<file path="config.mk">
export PLATFORM = sky130hd
export DESIGN_NAME = regfile_write_arbiter_flat
export DESIGN_NICKNAME = d
export VERILOG_FILES = /design/src/rtl/regfile_write_arbiter_if.sv /design/src/rtl/regfile_write_arbiter.sv /design/src/flat_wrapper.sv
export SDC_FILE = /design/constraint.sdc
export NUM_CORES = 1
export LEC_CHECK = 0
export CORE_AREA = 8 8 108 91
export CTS_CLUSTER_DIAMETER = 80
export DETAILED_ROUTE_END_ITERATION = 7
export DIE_AREA = 0 0 116 99
export GPL_ROUTABILITY_DRIVEN = 0
export PLACE_DENSITY = 0.75
export SLEW_MARGIN = 20
export SYNTH_ARGS = -nofsm -noshare
export SYNTH_HDL_FRONTEND = slang
export SYNTH_SLANG_ARGS = --single-unit
</file>
<file path="constraint.sdc">
create_clock -name clock -period 2.3 [get_ports clock]
set_input_delay 0.46 -clock clock [delete_from_list [all_inputs] [get_ports clock]]
set_output_delay 0.46 -clock clock [all_outputs]
set_load 0.1 [all_outputs]
</file>
<file path="src/rtl/regfile_write_arbiter_if.sv">
// ---------------------------------------------------------------------------
// regfile_write_arbiter_if
// Groups the two writeback requester handshakes that share the register
// file write port.
//   req0_* : ALU writeback requester (valid/addr/data in, ready back)
//   req1_* : load writeback requester (valid/addr/data in, ready back)
// Modports:
//   master : requester side, drives valid/addr/data and samples ready
//   slave  : arbiter side, samples valid/addr/data and drives ready
// ---------------------------------------------------------------------------
interface regfile_write_arbiter_if #(
   parameter int ADDR_W = 6,
   parameter int DATA_W = 32
);
   logic              req0_valid;
   logic [ADDR_W-1:0] req0_addr;
   logic [DATA_W-1:0] req0_data;
   logic              req0_ready;
   logic              req1_valid;
   logic [ADDR_W-1:0] req1_addr;
   logic [DATA_W-1:0] req1_data;
   logic              req1_ready;

   modport master (
      output req0_valid, req0_addr, req0_data,
      input  req0_ready,
      output req1_valid, req1_addr, req1_data,
      input  req1_ready
   );

   modport slave (
      input  req0_valid, req0_addr, req0_data,
      output req0_ready,
      input  req1_valid, req1_addr, req1_data,
      output req1_ready
   );
endinterface

</file>
<file path="src/rtl/regfile_write_arbiter.sv">
// ---------------------------------------------------------------------------
// regfile_write_arbiter
// Owns the single write port of the register file. After reset it clears
// every register with zero, then shares the port round-robin between two
// writeback requesters and counts the writes it issues (saturating).
// Ports:
//   clock      : system clock
//   reset      : synchronous, active-low reset
//   io         : requester handshakes (slave modport)
//   RegWrite   : register file write enable (registered)
//   WriteReg   : register file write address (registered)
//   WriteData  : register file write data (registered)
//   init_done  : high once the clear sequence has finished
//   wr_count   : saturating count of writes issued after init
// ---------------------------------------------------------------------------
module regfile_write_arbiter #(
   parameter int NUM_REGS    = 32,
   parameter int ADDR_W      = 6,
   parameter int DATA_W      = 32,
   parameter int ZERO_REG_RO = 1,
   parameter int CNT_W       = 16
) (
   input  logic                  clock,
   input  logic                  reset,
   regfile_write_arbiter_if.slave io,
   output logic                  RegWrite,
   output logic [ADDR_W-1:0]     WriteReg,
   output logic [DATA_W-1:0]     WriteData,
   output logic                  init_done,
   output logic [CNT_W-1:0]      wr_count
);

   typedef enum logic {INIT, RUN} state_t;

   localparam logic [ADDR_W-1:0] LastReg    = ADDR_W'(NUM_REGS - 1);
   localparam logic [ADDR_W:0]   NumRegsExt = (ADDR_W + 1)'(NUM_REGS);

   state_t            state;
   logic [ADDR_W-1:0] initCnt;
   logic              rrPtr;
   logic              grant0;
   logic              grant1;
   logic [ADDR_W-1:0] selAddr;
   logic [DATA_W-1:0] selData;
   logic              addrOk;
   logic              issue;

   // Grant selection. Readys are held low until the clear sequence is done
   // and while reset is asserted, so no handshake can complete in a cycle
   // whose write would be discarded by reset. Under contention rrPtr picks
   // the winner, otherwise the lone requester wins.
   always_comb begin
      grant0 = 1'b0;
      grant1 = 1'b0;
      if (reset && init_done) begin
         if (io.req0_valid && (!io.req1_valid || !rrPtr))
            grant0 = 1'b1;
         else if (io.req1_valid)
            grant1 = 1'b1;
      end
      selAddr = grant1 ? io.req1_addr : io.req0_addr;
      selData = grant1 ? io.req1_data : io.req0_data;
      addrOk  = ({1'b0, selAddr} < NumRegsExt) &&
                !((ZERO_REG_RO != 0) && (selAddr == '0));
      issue   = (grant0 || grant1) && addrOk;
   end

   assign io.req0_ready = grant0;
   assign io.req1_ready = grant1;

   // Main sequencer. INIT walks the address range writing zeros; RUN forwards
   // the granted request to the register file one cycle later. Dropped
   // requests (register 0 or out of range) still complete their handshake
   // and still move the round-robin pointer, but leave WriteReg/WriteData
   // holding their previous values.
   always_ff @(posedge clock) begin
      if (!reset) begin
         state     <= INIT;
         initCnt   <= '0;
         rrPtr     <= 1'b0;
         RegWrite  <= 1'b0;
         WriteReg  <= '0;
         WriteData <= '0;
         init_done <= 1'b0;
         wr_count  <= '0;
      end else begin
         case (state)
            INIT: begin
               RegWrite  <= 1'b1;
               WriteReg  <= initCnt;
               WriteData <= '0;
               initCnt   <= initCnt + ADDR_W'(1);
               if (initCnt == LastReg)
                  state <= RUN;
            end
            RUN: begin
               init_done <= 1'b1;
               RegWrite  <= issue;
               if (grant0)
                  rrPtr <= 1'b1;
               else if (grant1)
                  rrPtr <= 1'b0;
               if (issue) begin
                  WriteReg  <= selAddr;
                  WriteData <= selData;
                  if (wr_count != '1)
                     wr_count <= wr_count + CNT_W'(1);
               end
            end
            default: state <= INIT;
         endcase
      end
   end

endmodule

</file>
<file path="src/flat_wrapper.sv">
// flat-port wrapper written by rule: the top's interface ports become plain ports
module regfile_write_arbiter_flat 
#(
   parameter int NUM_REGS    = 32,
   parameter int ADDR_W      = 6,
   parameter int DATA_W      = 32,
   parameter int ZERO_REG_RO = 1,
   parameter int CNT_W       = 16
)
  (clock, reset, RegWrite, WriteReg, WriteData, init_done, wr_count, io_req0_valid, io_req0_addr, io_req0_data, io_req0_ready, io_req1_valid, io_req1_addr, io_req1_data, io_req1_ready);
  regfile_write_arbiter_if #(.ADDR_W(ADDR_W), .DATA_W(DATA_W)) io_i ();
  input  logic clock;
  input  logic reset;
  output logic RegWrite;
  output logic [ADDR_W-1:0] WriteReg;
  output logic [DATA_W-1:0] WriteData;
  output logic init_done;
  output logic [CNT_W-1:0] wr_count;
  input wire logic [$bits(io_i.req0_valid)-1:0] io_req0_valid;
  input wire logic [$bits(io_i.req0_addr)-1:0] io_req0_addr;
  input wire logic [$bits(io_i.req0_data)-1:0] io_req0_data;
  output wire logic [$bits(io_i.req0_ready)-1:0] io_req0_ready;
  input wire logic [$bits(io_i.req1_valid)-1:0] io_req1_valid;
  input wire logic [$bits(io_i.req1_addr)-1:0] io_req1_addr;
  input wire logic [$bits(io_i.req1_data)-1:0] io_req1_data;
  output wire logic [$bits(io_i.req1_ready)-1:0] io_req1_ready;
  assign io_i.req0_valid = io_req0_valid;
  assign io_i.req0_addr = io_req0_addr;
  assign io_i.req0_data = io_req0_data;
  assign io_req0_ready = io_i.req0_ready;
  assign io_i.req1_valid = io_req1_valid;
  assign io_i.req1_addr = io_req1_addr;
  assign io_i.req1_data = io_req1_data;
  assign io_req1_ready = io_i.req1_ready;
  regfile_write_arbiter #(.NUM_REGS(NUM_REGS), .ADDR_W(ADDR_W), .DATA_W(DATA_W), .ZERO_REG_RO(ZERO_REG_RO), .CNT_W(CNT_W)) u_core (.clock(clock), .reset(reset), .io(io_i), .RegWrite(RegWrite), .WriteReg(WriteReg), .WriteData(WriteData), .init_done(init_done), .wr_count(wr_count));
endmodule
</file>
==> reports/qor.csv, run 1 <==
stage,metric,value,unit
synth,async set or reset register ratio after synthesis,0,
worst_setup_path,Startpoint Class,primary input,
clock_tree,Longest Clk Path Bufs,2,
synth,syn nets,442,
timing,setup violators final,0,
die,die footprint,11500,um^2
worst_setup_path,"critical path fanouts, max",20,
global_route,vias in the first global route,2938,
worst_setup_path,crit path launch,reset,
detailed_routing,initial DRC count,177,
timing,Hold Slack,0.481,ns
layout,"most common cell after layout, fill and taps aside",nand2_1,
clock_tree,clock tree root buffer cell,clkbuf_8,
synth,ys flop type,dfxtp_1,
synth,"flops & latches, synth",64,
layout,"commonest non-fill, non-tap cells in the layout","82 x nand2_1, 77 x clkdlybuf4s50_1, 73 x buf_4",
die,I/O pin cnt,138,
synth,yosys warns,0,
detailed_routing,DR vias,3108,
placement,dpl ws,-0.435,ns
detailed_routing,first-pass iteration count of the detailed router,4,
timing,fin worst setup slack,0.113,ns
layout,Fill cells,737,
layout,Layout Nets,588,
die,Die Span X,116,um
clock_tree,CTS tree,built,
flow_run,Max Cap Violations,0,
pwr,pwr dens,518,nW/um^2
placement,Post-Place Cells,605,
detailed_routing,vias per cell,4.99,
clock_tree,Hold Buf Count CTS,0,
timing,Tightest Pin Transition,0.653,ns
clock_tree,Max H-tree Level,3,
timing,final worst path period share,0.951,
synth,"EDFF count, synth",0,
detailed_routing,wire per inst,15.0,um
layout,Layout area overhead,63.0,%
layout,fin cells,623,
pwr,peak supply drop,306,uV
global_route,GRT Overall Usage,0.159,
detailed_routing,Post-DRT Antenna Nets,0,
timing,Fmax,457,MHz
synth,Mapped Area,2900,um^2
timing,Max-Slew Margin vs Limit,0.564,
die,core area,8110,um^2
clock_tree,Num CTS Buffers,9,
worst_setup_path,Worst Path Required,1.84,ns
synth,Mean Syn Cell Area,8.04,um^2
placement,IO Port Bufs,137,
worst_setup_path,arrival time worst endpoint,1.73,ns
detailed_routing,drt drc,0,
global_route,first-pass GRT wire length,14.7,mm
clock_tree,CTS sink cnt,64,
worst_hold_path,worst hold path type,register to register,
timing,final hold violation count,0,
timing,Max Slew Vio Count,0,
timing,Final TNS setup,0,ns
worst_setup_path,RR Startpoint,u_core.wr_count[8]$_SDFFE_PN0P_,
outcome,outcome,"finished, final reports clean",
pwr,P_leak,1.85,nW
synth,register area share after synthesis,0.443,
timing,Final min period,2.19,ns
layout,layout cells sized above 1,0.237,
die,effective utilization at floorplan,0.357,
pwr,total power,2.44,mW
worst_hold_path,hold path startpoint,u_core.wr_count[4]$_SDFFE_PN0P_,
worst_setup_path,crit end category,output port,
clock_tree,clk slew on worst S/H paths,0.07,ns
synth,Unique masters post-synth,37,
layout,Antenna diodes,0,
timing,RSZ-0062 raised after global routing,no,
die,# rows,30,
synth,Synth Instances,360,
global_route,initial antenna violation count,0,
timing,Final Skew,0.00757,ns
worst_setup_path,critical path type,primary input to output port,
die,Die Ht,99,um
detailed_routing,DRT Wirelength,9.37,mm
clock_tree,clock latency on the worst-skew pair,0.34,ns
global_route,largest net degree at the start of global routing,37,
global_route,grt total ovfl,0,
placement,final HPWL from detailed placement,7.04,mm
-- layout make-up --
type                            instances  area (um^2)  area share
Clock buffer                           13          159      0.0337
Clock inverter                          3         65.1      0.0138
Inverter                                4         15.0     0.00318
Multi-Input combinational cell        268         1560       0.330
Sequential cell                        64         1310       0.277
Tap cell                              112          140      0.0297
Timing Repair Buffer                  159         1480       0.313
-- flip-flops by register name, summed over array words and instances, names as in the netlist --
register          count
u_core.RegWrite       1
u_core.WriteData     32
u_core.WriteReg       6
u_core.initCnt        6
u_core.init_done      1
u_core.rrPtr          1
u_core.state          1
u_core.wr_count      16
-- stage by stage --
step           area, um^2  utilization
3_5_place_dp         4440        0.547
2_1_floorplan        2930            -
3_3_place_gp         4440        0.547
5_1_grt              4720        0.582
6_report             4720        0.582
4_1_cts              4690        0.578
-- metal layers --
metal | track usage | vias up | share of wire
met2 | 0.248 | 100 | 0.48
li1 | - | 1574 | -
met4 | 0.0866 | 0 | 0.031
met1 | 0.189 | 1411 | 0.42
met3 | 0.0507 | 23 | 0.071
met5 | 0 | - | 0
-- repair_timing --
item,in CTS,in global routing
endpoints found under the setup margin,6,18
pin swaps,1,4
setup buffers,1,1
gates resized for setup,4,7
-- synthesized netlist by cell type (all sizes together) (3+ instances only) --
cell type	instances	area [um^2]
xnor2	4	35.0
nand2	83	314
nand3b	3	22.5
nor4	4	25.0
inv	4	15.0
and3	3	18.8
buf	3	12.5
nand4	7	43.8
o31ai	3	22.5
o21ai	6	30.0
a311oi	32	280
or3	5	31.3
dfxtp	64	1280
clkbuf	21	80.1
mux2i	12	120
o311ai	4	35.0
or4	4	30.0
a21oi	11	55.1
nor2b	3	18.8
nand2b	4	25.0
nand3	10	55.1
xor2	4	35.0
nor2	53	199
-- power by group --
part	leakage [nW]	internal, mW	switching [mW]
Sequential	0.525	1.11	0.00674
Clock	0.114	0.669	0.416
Combinational	1.21	0.150	0.0892
Total	1.85	1.93	0.512
-- critical path, cell delays in order --
cell	delay, ns
clkdlybuf4s50_1	0.51
buf_6	0.20
nand4_1	0.14
inv_1	0.20
buf_12	0.21
-- worst paths after layout --
kind | end | slack, ns | cells after the start
worst min register to register | u_core.wr_count[4]$_SDFFE_PN0P_ | 0.48 | 1
worst max register to register | u_core.wr_count[1]$_SDFFE_PN0P_ | 0.27 | 7
worst max-delay path | io_req1_ready | 0.11 | 5
worst min-delay path | u_core.wr_count[4]$_SDFFE_PN0P_ | 0.48 | 1
-- kinds of logic after synthesis --
kind of cell               after synthesis  synth area share
adders and majority gates                2           0.00864
AOI/OAI and AO/OA                       62             0.163
buffers and inverters                   28            0.0372
DFF                                     64             0.443
and+or+nand+nor                        184             0.283
muxes                                   12            0.0415
xor gates and xnor gates                 8            0.0242
No activity file was read; power rests on OpenSTA's default activity.
==> run 2, diff against run 1 <==
--- a/config.mk
+++ b/config.mk
@@ -5,12 +5,13 @@
 export SDC_FILE = /design/constraint.sdc
 export NUM_CORES = 1
 export LEC_CHECK = 0
-export CORE_AREA = 8 8 108 91
+export CORE_AREA = 2 2 102 85
 export CTS_CLUSTER_DIAMETER = 80
 export DETAILED_ROUTE_END_ITERATION = 7
-export DIE_AREA = 0 0 116 99
+export DIE_AREA = 0 0 104 87
 export GPL_ROUTABILITY_DRIVEN = 0
 export PLACE_DENSITY = 0.75
+export SKIP_CTS_REPAIR_TIMING = 1
 export SLEW_MARGIN = 20
 export SYNTH_ARGS = -nofsm -noshare
 export SYNTH_HDL_FRONTEND = slang
==> reports/qor.csv, run 2 (synthesized netlist as in run 1, its figures left out) <==
stage,metric,value,unit,change
pwr,pwr dens,483,nW/um^2,-6.7%
worst_setup_path,critical path type,primary input to register,,
pwr,Pint,1.74,mW,-9.8%
layout,final cell area excluding filler cells,4680,um^2,-0.80%
die,die footprint,9050,um^2,-21%
global_route,vias in the first global route,2900,,-1.3%
worst_setup_path,worst-path cell chain,clkdlybuf4s50_1 > nor2b_1 > o2bb2ai_2 > nand3_2 > or4b_4 > or4_1 > a21oi_1,,
timing,setup violators final,0,,unchanged
worst_hold_path,hold path startpoint,u_core.wr_count[6]$_SDFFE_PN0P_,,
pwr,part of the power in the clock network,0.400,,-0.044
layout,layout cells sized above 1,0.235,,-0.00196
worst_setup_path,slowest library cell on the worst path,or4b_4,,
timing,Final Skew,0.00838,ns,+0.000816 ns
worst_setup_path,Worst path max stage delay,0.57,ns,+0.06 ns
layout,"most common cell after layout, fill and taps aside",nand2_1,,
die,Die Ht,87,um,-12%
layout,Layout area overhead,61.7,%,
outcome,outcome,"finished, final reports clean",,
layout,area of the multi-input gates,1550,um^2,-0.56%
die,I/O pin cnt,138,,unchanged
die,effective utilization at floorplan,0.357,,unchanged
clock_tree,CTS sink cnt,64,,unchanged
timing,Max Slew Vio Count,0,,unchanged
flow_run,Max Cap Violations,0,,unchanged
placement,IO Port Bufs,137,,unchanged
layout,Largest register FFs,32,,unchanged
timing,Final TNS setup,0,ns,unchanged
worst_setup_path,Startpoint Class,primary input,,
die,core area,8110,um^2,unchanged
worst_setup_path,arrival time worst endpoint,2.52,ns,+0.79 ns
detailed_routing,first-pass iteration count of the detailed router,5,,+1
detailed_routing,wire per inst,14.4,um,-4.2%
worst_setup_path,Worst Path Required,2.56,ns,+0.72 ns
worst_hold_path,Worst Hold End,u_core.wr_count[6]$_SDFFE_PN0P_,,
worst_setup_path,"critical path fanouts, max",5,,-75%
clock_tree,Max H-tree Level,3,,unchanged
worst_setup_path,Crit path max-delay family,simple AND/OR/NAND/NOR gates,,
worst_setup_path,r2r setup slk,0.16,ns,-0.11 ns
layout,Antenna diodes,0,,unchanged
timing,Max-Slew Margin vs Limit,0.550,,-0.0148
detailed_routing,DRT Wirelength,8.97,mm,-4.2%
layout,biggest regs,"u_core.WriteData x32, u_core.wr_count x16",,
worst_setup_path,FF-to-FF End,u_core.wr_count[14]$_SDFFE_PN0P_,,
clock_tree,clock latency on the worst-skew pair,0.34,ns,about the same
global_route,GRT Overall Usage,0.195,,+0.0356
layout,"commonest non-fill, non-tap cells in the layout","82 x nand2_1, 78 x clkdlybuf4s50_1, 72 x buf_4",,
global_route,grt total ovfl,0,,unchanged
detailed_routing,drt drc,0,,unchanged
placement,Post-Place Cells,607,,+0.33%
worst_setup_path,CP bufs+invs,1,,-3
layout,register area,1310,um^2,unchanged
detailed_routing,Post-DRT Antenna Nets,0,,unchanged
timing,Fmax,442,MHz,-3.4%
die,Die Span X,104,um,-10%
pwr,sw frac,0.229,,+0.0196
placement,dpl ws,-0.484,ns,-0.0483 ns
pwr,Psw,518,uW,+1.2%
detailed_routing,initial DRC count,87,,-51%
placement,Post-Place Cell Area,4460,um^2,+0.62%
clock_tree,CTS tree,built,,
pwr,peak supply drop,226,uV,-26%
timing,Tightest Pin Transition,0.675,ns,+0.0222 ns
global_route,largest net degree at the start of global routing,36,,-2.7%
placement,final HPWL from detailed placement,6.60,mm,-6.2%
layout,fin cells,623,,unchanged
worst_setup_path,worst reg2reg path depth,6,,-1
pwr,P_leak,1.83,nW,-1.2%
timing,fin worst setup slack,0.0364,ns,-0.0766 ns
pwr,Gate power share,0.105,,+0.007
global_route,initial antenna violation count,0,,unchanged
clock_tree,Longest Clk Path Bufs,2,,unchanged
clock_tree,clock tree root buffer cell,clkbuf_8,,
worst_setup_path,crit end category,register,,
worst_hold_path,worst hold path type,register to register,,
global_route,first-pass GRT wire length,14.2,mm,-3.7%
layout,Layout Nets,588,,unchanged
worst_hold_path,Hold Path Stages,1,,unchanged
timing,final worst path period share,0.984,,+0.0333
worst_setup_path,RR Startpoint,u_core.rrPtr$_SDFFE_PN0P_,,
clock_tree,clk slew on worst S/H paths,0.07,ns,about the same
layout,Fill cells,788,,+6.9%
layout,Top reg by flops,u_core.WriteData,,
detailed_routing,vias per cell,5.06,,+1.4%
timing,Final min period,2.26,ns,+0.0766 ns
layout,"Core Util, Final",0.577,,-0.00463
die,# rows,30,,unchanged
timing,final hold violation count,0,,unchanged
detailed_routing,DR vias,3151,,+1.4%
pwr,Flop pwr share,0.495,,+0.037
clock_tree,Num CTS Buffers,9,,unchanged
run 2: final cells by class:
cell class / count / share of cell area
multi-input combinational: 268 / 0.331
timing repair buffer: 159 / 0.317
sequential: 64 / 0.279
clock buffer: 13 / 0.0363
tap: 112 / 0.0299
clock inverter: 3 / 0.00321
inverter: 4 / 0.00321
run 2: per-stage QoR:
stage          total power, mW  hold WS (ns)
3_3_place_gp              1.38         0.454
5_1_grt                   2.36         0.495
4_1_cts                   2.28         0.477
3_5_place_dp              1.38         0.465
2_1_floorplan             1.22         0.472
6_report                  2.26         0.479
run 2: routing by layer:
| metal | wire (um) | track usage | vias up | part of all wire |
|---|---|---|---|---|
| met4 | 110 | 0.0541 | 0 | 0.012 |
| met3 | 531 | 0.0628 | 11 | 0.059 |
| met5 | 0 | 0 | - | 0 |
| met2 | 4420 | 0.327 | 94 | 0.49 |
| li1 | - | - | 1572 | - |
| met1 | 3910 | 0.243 | 1474 | 0.44 |
run 2: worst register-to-register path: stages (launching register included):
cell       delay, ns
dfxtp_1         0.39
nand2b_1        0.22
nand2_2         0.09
o2bb2ai_1       0.20
or4b_4          0.60
or4_1           0.42
a21oi_1         0.14
run 2: worst max-delay path by stage:
stage / start / to / slack [ns] / cells after the start
floorplan: u_core.init_done$_SDFFE_PN0P_ / io_req1_ready / -0.007 / 3
global placement: io_req0_valid / u_core.wr_count[9]$_SDFFE_PN0P_ / -0.40 / 8
detailed placement: io_req0_valid / u_core.wr_count[14]$_SDFFE_PN0P_ / -0.48 / 7
CTS: io_req0_valid / u_core.wr_count[10]$_SDFFE_PN0P_ / -0.12 / 8
global route: io_req0_addr[4] / u_core.WriteData[15]$_SDFFE_PN0P_ / -0.008 / 8
finish: io_req1_valid / u_core.wr_count[14]$_SDFFE_PN0P_ / 0.04 / 7
run 2: power by group through the flow:
stage	registers, mW	logic [mW]	clock network (mW)
after floorplan	1.17	0.0471	0
after global routing	1.12	0.254	0.983
after CTS	1.12	0.237	0.927
final	1.12	0.238	0.904
after global placement	1.14	0.233	0
after detailed placement	1.14	0.235	0
